`config.mk`:
```
export PLATFORM = sky130hd
export DESIGN_NAME = mult_result_collector
export DESIGN_NICKNAME = d
export VERILOG_FILES = /design/src/rtl/mult_result_collector.sv
export SDC_FILE = /design/constraint.sdc
export NUM_CORES = 1
export LEC_CHECK = 0
export ABC_AREA = 1
export BUFFER_PORTS_ARGS = -buffer_cell sky130_fd_sc_hd__buf_2
export CAP_MARGIN = 20
export CORE_ASPECT_RATIO = 1.1
export CORE_UTILIZATION = 55
export CTS_BUF_LIST = sky130_fd_sc_hd__clkbuf_4 sky130_fd_sc_hd__clkbuf_8
export DETAILED_ROUTE_END_ITERATION = 8
export PLACE_DENSITY_LB_ADDON = 0.12
export SETUP_SLACK_MARGIN = 0.1
export SLEW_MARGIN = 40
export SYNTH_ARGS = -nofsm -noshare
export SYNTH_HDL_FRONTEND = slang
export SYNTH_SLANG_ARGS = --single-unit
export TNS_END_PERCENT = 1
```
`constraint.sdc`:
```
create_clock -name clk -period 7.3 [get_ports clk]
set_clock_uncertainty 0.05 [all_clocks]
set_input_delay 0.365 -clock clk [delete_from_list [all_inputs] [get_ports clk]]
set_output_delay 0.365 -clock clk [all_outputs]
set_load 0.03 [all_outputs]
```
`src/rtl/mult_result_collector.sv`:
```
// Valid/ready wrapper around a 2-stage pipelined multiplier; completed products land in an output FIFO.
// Optional request tags are carried alongside the products when MULT_COLLECT_ID_EN is defined.
module mult_result_collector #(
  parameter int WIDTH = 32,
  parameter int DEPTH = 4,
  parameter int IDW   = 4
) (
  input  logic                 clk,
  input  logic                 reset,
  input  logic                 in_valid,
  output logic                 in_ready,
  input  logic [WIDTH-1:0]     in_mcand,
  input  logic [WIDTH-1:0]     in_mplier,
  input  logic [IDW-1:0]       in_id,
  output logic                 mul_en,
  output logic [WIDTH-1:0]     mul_mcand,
  output logic [WIDTH-1:0]     mul_mplier,
  input  logic [2*WIDTH-1:0]   mul_product,
  output logic                 out_valid,
  input  logic                 out_ready,
  output logic [2*WIDTH-1:0]   out_product,
  output logic [IDW-1:0]       out_id,
  output logic [15:0]          done_count
);
  localparam int AW = $clog2(DEPTH);
  localparam logic [AW:0] FULL_CNT = (AW+1)'(DEPTH);

  logic [2:1]         vld_pipe_q, vld_pipe_d;
  logic [AW-1:0]      wptr_q, wptr_d, rptr_q, rptr_d;
  logic [AW:0]        cnt_q, cnt_d;
  logic [15:0]        done_q, done_d;
  logic [2*WIDTH-1:0] prod_mem_q [DEPTH];
  logic               full, push, pop;

  // Stall only when a real product would otherwise be dropped; costs one bubble even if a pop is pending.
  assign full       = (cnt_q == FULL_CNT);
  assign mul_en     = !(vld_pipe_q[2] && full);
  assign in_ready   = mul_en;
  assign mul_mcand  = in_mcand;
  assign mul_mplier = in_mplier;
  assign push       = mul_en && vld_pipe_q[2];
  assign pop        = (cnt_q != '0) && out_ready;

  assign out_valid   = (cnt_q != '0);
  assign out_product = prod_mem_q[rptr_q];
  assign done_count  = done_q;

  always_comb begin
    vld_pipe_d = vld_pipe_q;
    if (mul_en) vld_pipe_d = {vld_pipe_q[1], in_valid};
    wptr_d = wptr_q + AW'(push);
    rptr_d = rptr_q + AW'(pop);
    cnt_d  = cnt_q + (AW+1)'(push) - (AW+1)'(pop);
    done_d = done_q + 16'(push);
  end

  always_ff @(posedge clk) begin
    if (!reset) begin
      vld_pipe_q <= '0;
      wptr_q     <= '0;
      rptr_q     <= '0;
      cnt_q      <= '0;
      done_q     <= '0;
    end else begin
      vld_pipe_q <= vld_pipe_d;
      wptr_q     <= wptr_d;
      rptr_q     <= rptr_d;
      cnt_q      <= cnt_d;
      done_q     <= done_d;
    end
  end

  always_ff @(posedge clk) begin
    if (push) prod_mem_q[wptr_q] <= mul_product;
  end

`ifdef MULT_COLLECT_ID_EN
  logic [2:1][IDW-1:0] id_pipe_q;
  logic [IDW-1:0]      id_mem_q [DEPTH];

  // Tags shadow the multiplier's internal registers, so they advance on the same enable.
  always_ff @(posedge clk) begin
    if (!reset)      id_pipe_q <= '0;
    else if (mul_en) id_pipe_q <= {id_pipe_q[1], in_id};
  end

  always_ff @(posedge clk) begin
    if (push) id_mem_q[wptr_q] <= id_pipe_q[2];
  end

  assign out_id = id_mem_q[rptr_q];
`else
  logic unused_id;
  assign unused_id = ^in_id;
  assign out_id    = '0;
`endif

endmodule

```
==> impl_metrics.json <==
{
  "status": "complete, but fails checks",
  "violations": "design-rule violations",
  "fillers": 1516,
  "crit_path_cell_trace": "buf_4 -> inv_2 -> buf_4 -> o21ai_0 -> o22ai_1 -> buf_2",
  "post_cts_buffers": 0,
  "async_reset_ff_share_pct": 0,
  "antenna_left": 0,
  "die_y_um": 152,
  "route.detailed.drc": 54,
  "power.leakage_nw": 4.74,
  "ys_seq_area_share_pct": 73.0,
  "yosysMostFrequentCell": "edfxtp_1",
  "crit_slowest_cell": "buf_4",
  "synth-seq-cells": 281,
  "yosys_warnings": 0,
  "grt_pass1_vias": 7212,
  "drive_gt1_share_pct": 23.4,
  "ys_types": 32,
  "synth_ff_type": "edfxtp_1",
  "overflow": 0,
  "vias": 7142,
  "fin_ws_ns": 4.10,
  "setup.worst_path.end_class": "output port",
  "synth_top_area_share_pct": 68.6,
  "clockBufferDepth": 3,
  "pre_cts_ws_ns": 4.49,
  "yosysTopAreaCell": "edfxtp_1",
  "path_common_cell": "buf_4",
  "postSynthCellCount": 853,
  "fin_crit_sh_pct": 43.9,
  "ir_drop_mv": 0.185,
  "grt_util_all_layers_pct": 22.6,
  "root_buffer": "clkbuf_8",
  "synth_edf_count": 256,
  "holdWs_ns": 0.116,
  "area_delta_synth_final_pct": 16.9,
  "p_per_area_nw_per_um2": 314,
  "drtIter0Drc": 414,
  "cp_max_fo": 65,
  "clock-sinks": 281,
  "rows": 54,
  "grt_start_max_net_pins": 91,
  "critPathKind": "register to output port",
  "final_cell_area_um2": 13100,
  "holdCritPathClass": "primary input to register",
  "fmax_mhz": 312,
  "gp_congestion": 0.825,
  "initial_core_util_pct": 56.2,
  "antenna_found_initial": 0,
  "cts_made_buffers": 45,
  "drv_slew": 0,
  "syn_area_um2": 11200,
  "insertion_delay_ns": 0.53,
  "cts_tree": "yes",
  "clk_pin_slew_worst_paths_ns": 0.06,
  "routed_wl_um": 24100,
  "maxCapViolCount": 0,
  "dr.pass1.iters": 7,
  "setup_viol": 0,
  "start_kind": "register",
  "r2r_setup_slack_ns": 5.24,
  "required_ns": 6.88,
  "cpPeakStageDelay_ns": 0.59,
  "core_um2": 19900,
  "syn_area_per_cell_um2": 13.1,
  "wl_per_cell_um": 18.6,
  "rsz0062_at_grt": "no",
  "htree_levels": 2,
  "finalHoldViolations": 0,
  "hpwl_um": 13200,
  "ys_top_cells_by_count": "256 x edfxtp_1, 144 x nor2_1, 88 x o21ai_0",
  "placed_area_um2": 11600,
  "vias_per_cell": 5.50,
  "place.port_buffers": 150,
  "setup_tns_ns": 0,
  "fin_crit_ns": 3.20,
  "die_w_um": 138,
  "crit_arrival_ns": 2.79,
  "slew_headroom_pct": 50.5,
  "diodes": 0,
  "die_area_um2": 21000,
  "tightestPinTransition_ns": 0.743,
  "grt_pass1_wl_um": 36700,
  "fin_nets": 1154,
  "io_pins": 287,
  "synth_area_leaders": "edfxtp_1 69%, buf_4 5.0%, nor2_1 4.8%, dfxtp_1 4.5%, o21ai_0 3.9%"
}
-- registers in the layout, summed over array words and instances (netlist names) --
signal,flops
prod_mem_q,256
done_count,16
cnt_q,3
rptr_q,2
vld_pipe_q,2
wptr_q,2
-- final timing paths --
kind                  from                to  cells past startpoint
max              rptr_q[1]    out_product[6]                      6
min              out_ready         rptr_q[0]                      3
max reg2reg       cnt_q[1]  prod_mem_q[3][2]                      7
min reg2reg  vld_pipe_q[1]     vld_pipe_q[2]                      2
-- critical path, delay by kind of cell (launching register included) --
family | cells | cell delay [ns]
flops | 1 | 0.31
compound gates | 2 | 0.41
buf+inv | 4 | 1.52
-- area by class of cell --
class | instances | area, um2 | share of cell area, %
tap | 252 | 315 | 2.41
inverter | 30 | 115 | 0.879
timing repair buffer | 223 | 1480 | 11.3
multi-input combinational | 433 | 2160 | 16.5
clock buffer | 57 | 709 | 5.42
clock inverter | 22 | 123 | 0.936
sequential | 281 | 8190 | 62.5
-- cells by family after synthesis --
kind of cell             after synthesis  synth area share (%)
AO/OA/AOI/OAI                        216                  10.4
XOR/XNOR                               3                 0.234
adder cells (fa/ha/maj)                4                 0.513
buffers and inverters                142                  8.01
flip-flops                           281                  73.0
other                                  1                0.0335
AND/OR/NAND/NOR                      206                  7.77
-- layer usage --
layer	GRT usage, %	part of all wire (%)	vias up
li1	-	-	3347
met1	24.5	37	3456
met2	41.0	52	257
met3	5.97	6.9	82
met4	12.1	3.7	0
met5	0	0	-
-- placed cells by master (no fill, tap or decap), drive strengths merged, types with 2 or more instances in the layout --
cell	n
nor2	150
o21ai	135
a21oi	15
nand2	37
dfxtp	25
ha	3
nand4	2
edfxtp	256
dlygate4sd3	65
conb	4
o22ai	64
nand3	11
buf	158
clkinv	20
clkbuf	57
nor3	4
inv	29
clkinvlp	2
xnor2	2
-- power by group --
group / total, W / internal, W / switching (W) / leakage [nW]
combinational: 0.00102 / 0.000280 / 0.000735 / 1.79
sequential: 0.00185 / 0.00181 / 0.0000415 / 2.52
clock: 0.00124 / 0.000670 / 0.000570 / 0.435
total: 0.00411 / 0.00276 / 0.00135 / 4.74
-- metrics by stage --
step / std cells / total power, W / utilization (%)
finish: 1298 / 0.00411 / 65.7
global route: 1298 / 0.00429 / 65.7
CTS: 1298 / 0.00414 / 65.7
detailed placement: 1154 / 0.00288 / 58.2
global placement: 1154 / 0.00285 / 58.2
floorplan: 856 / 0.00268 / -
-- repair_timing --
action                                 CTS  global route
hold buffers                            65             0
gates resized for setup                  0             0
endpoints found under the hold margin  257             0
Note: power is estimated with default switching activity, not from simulation.
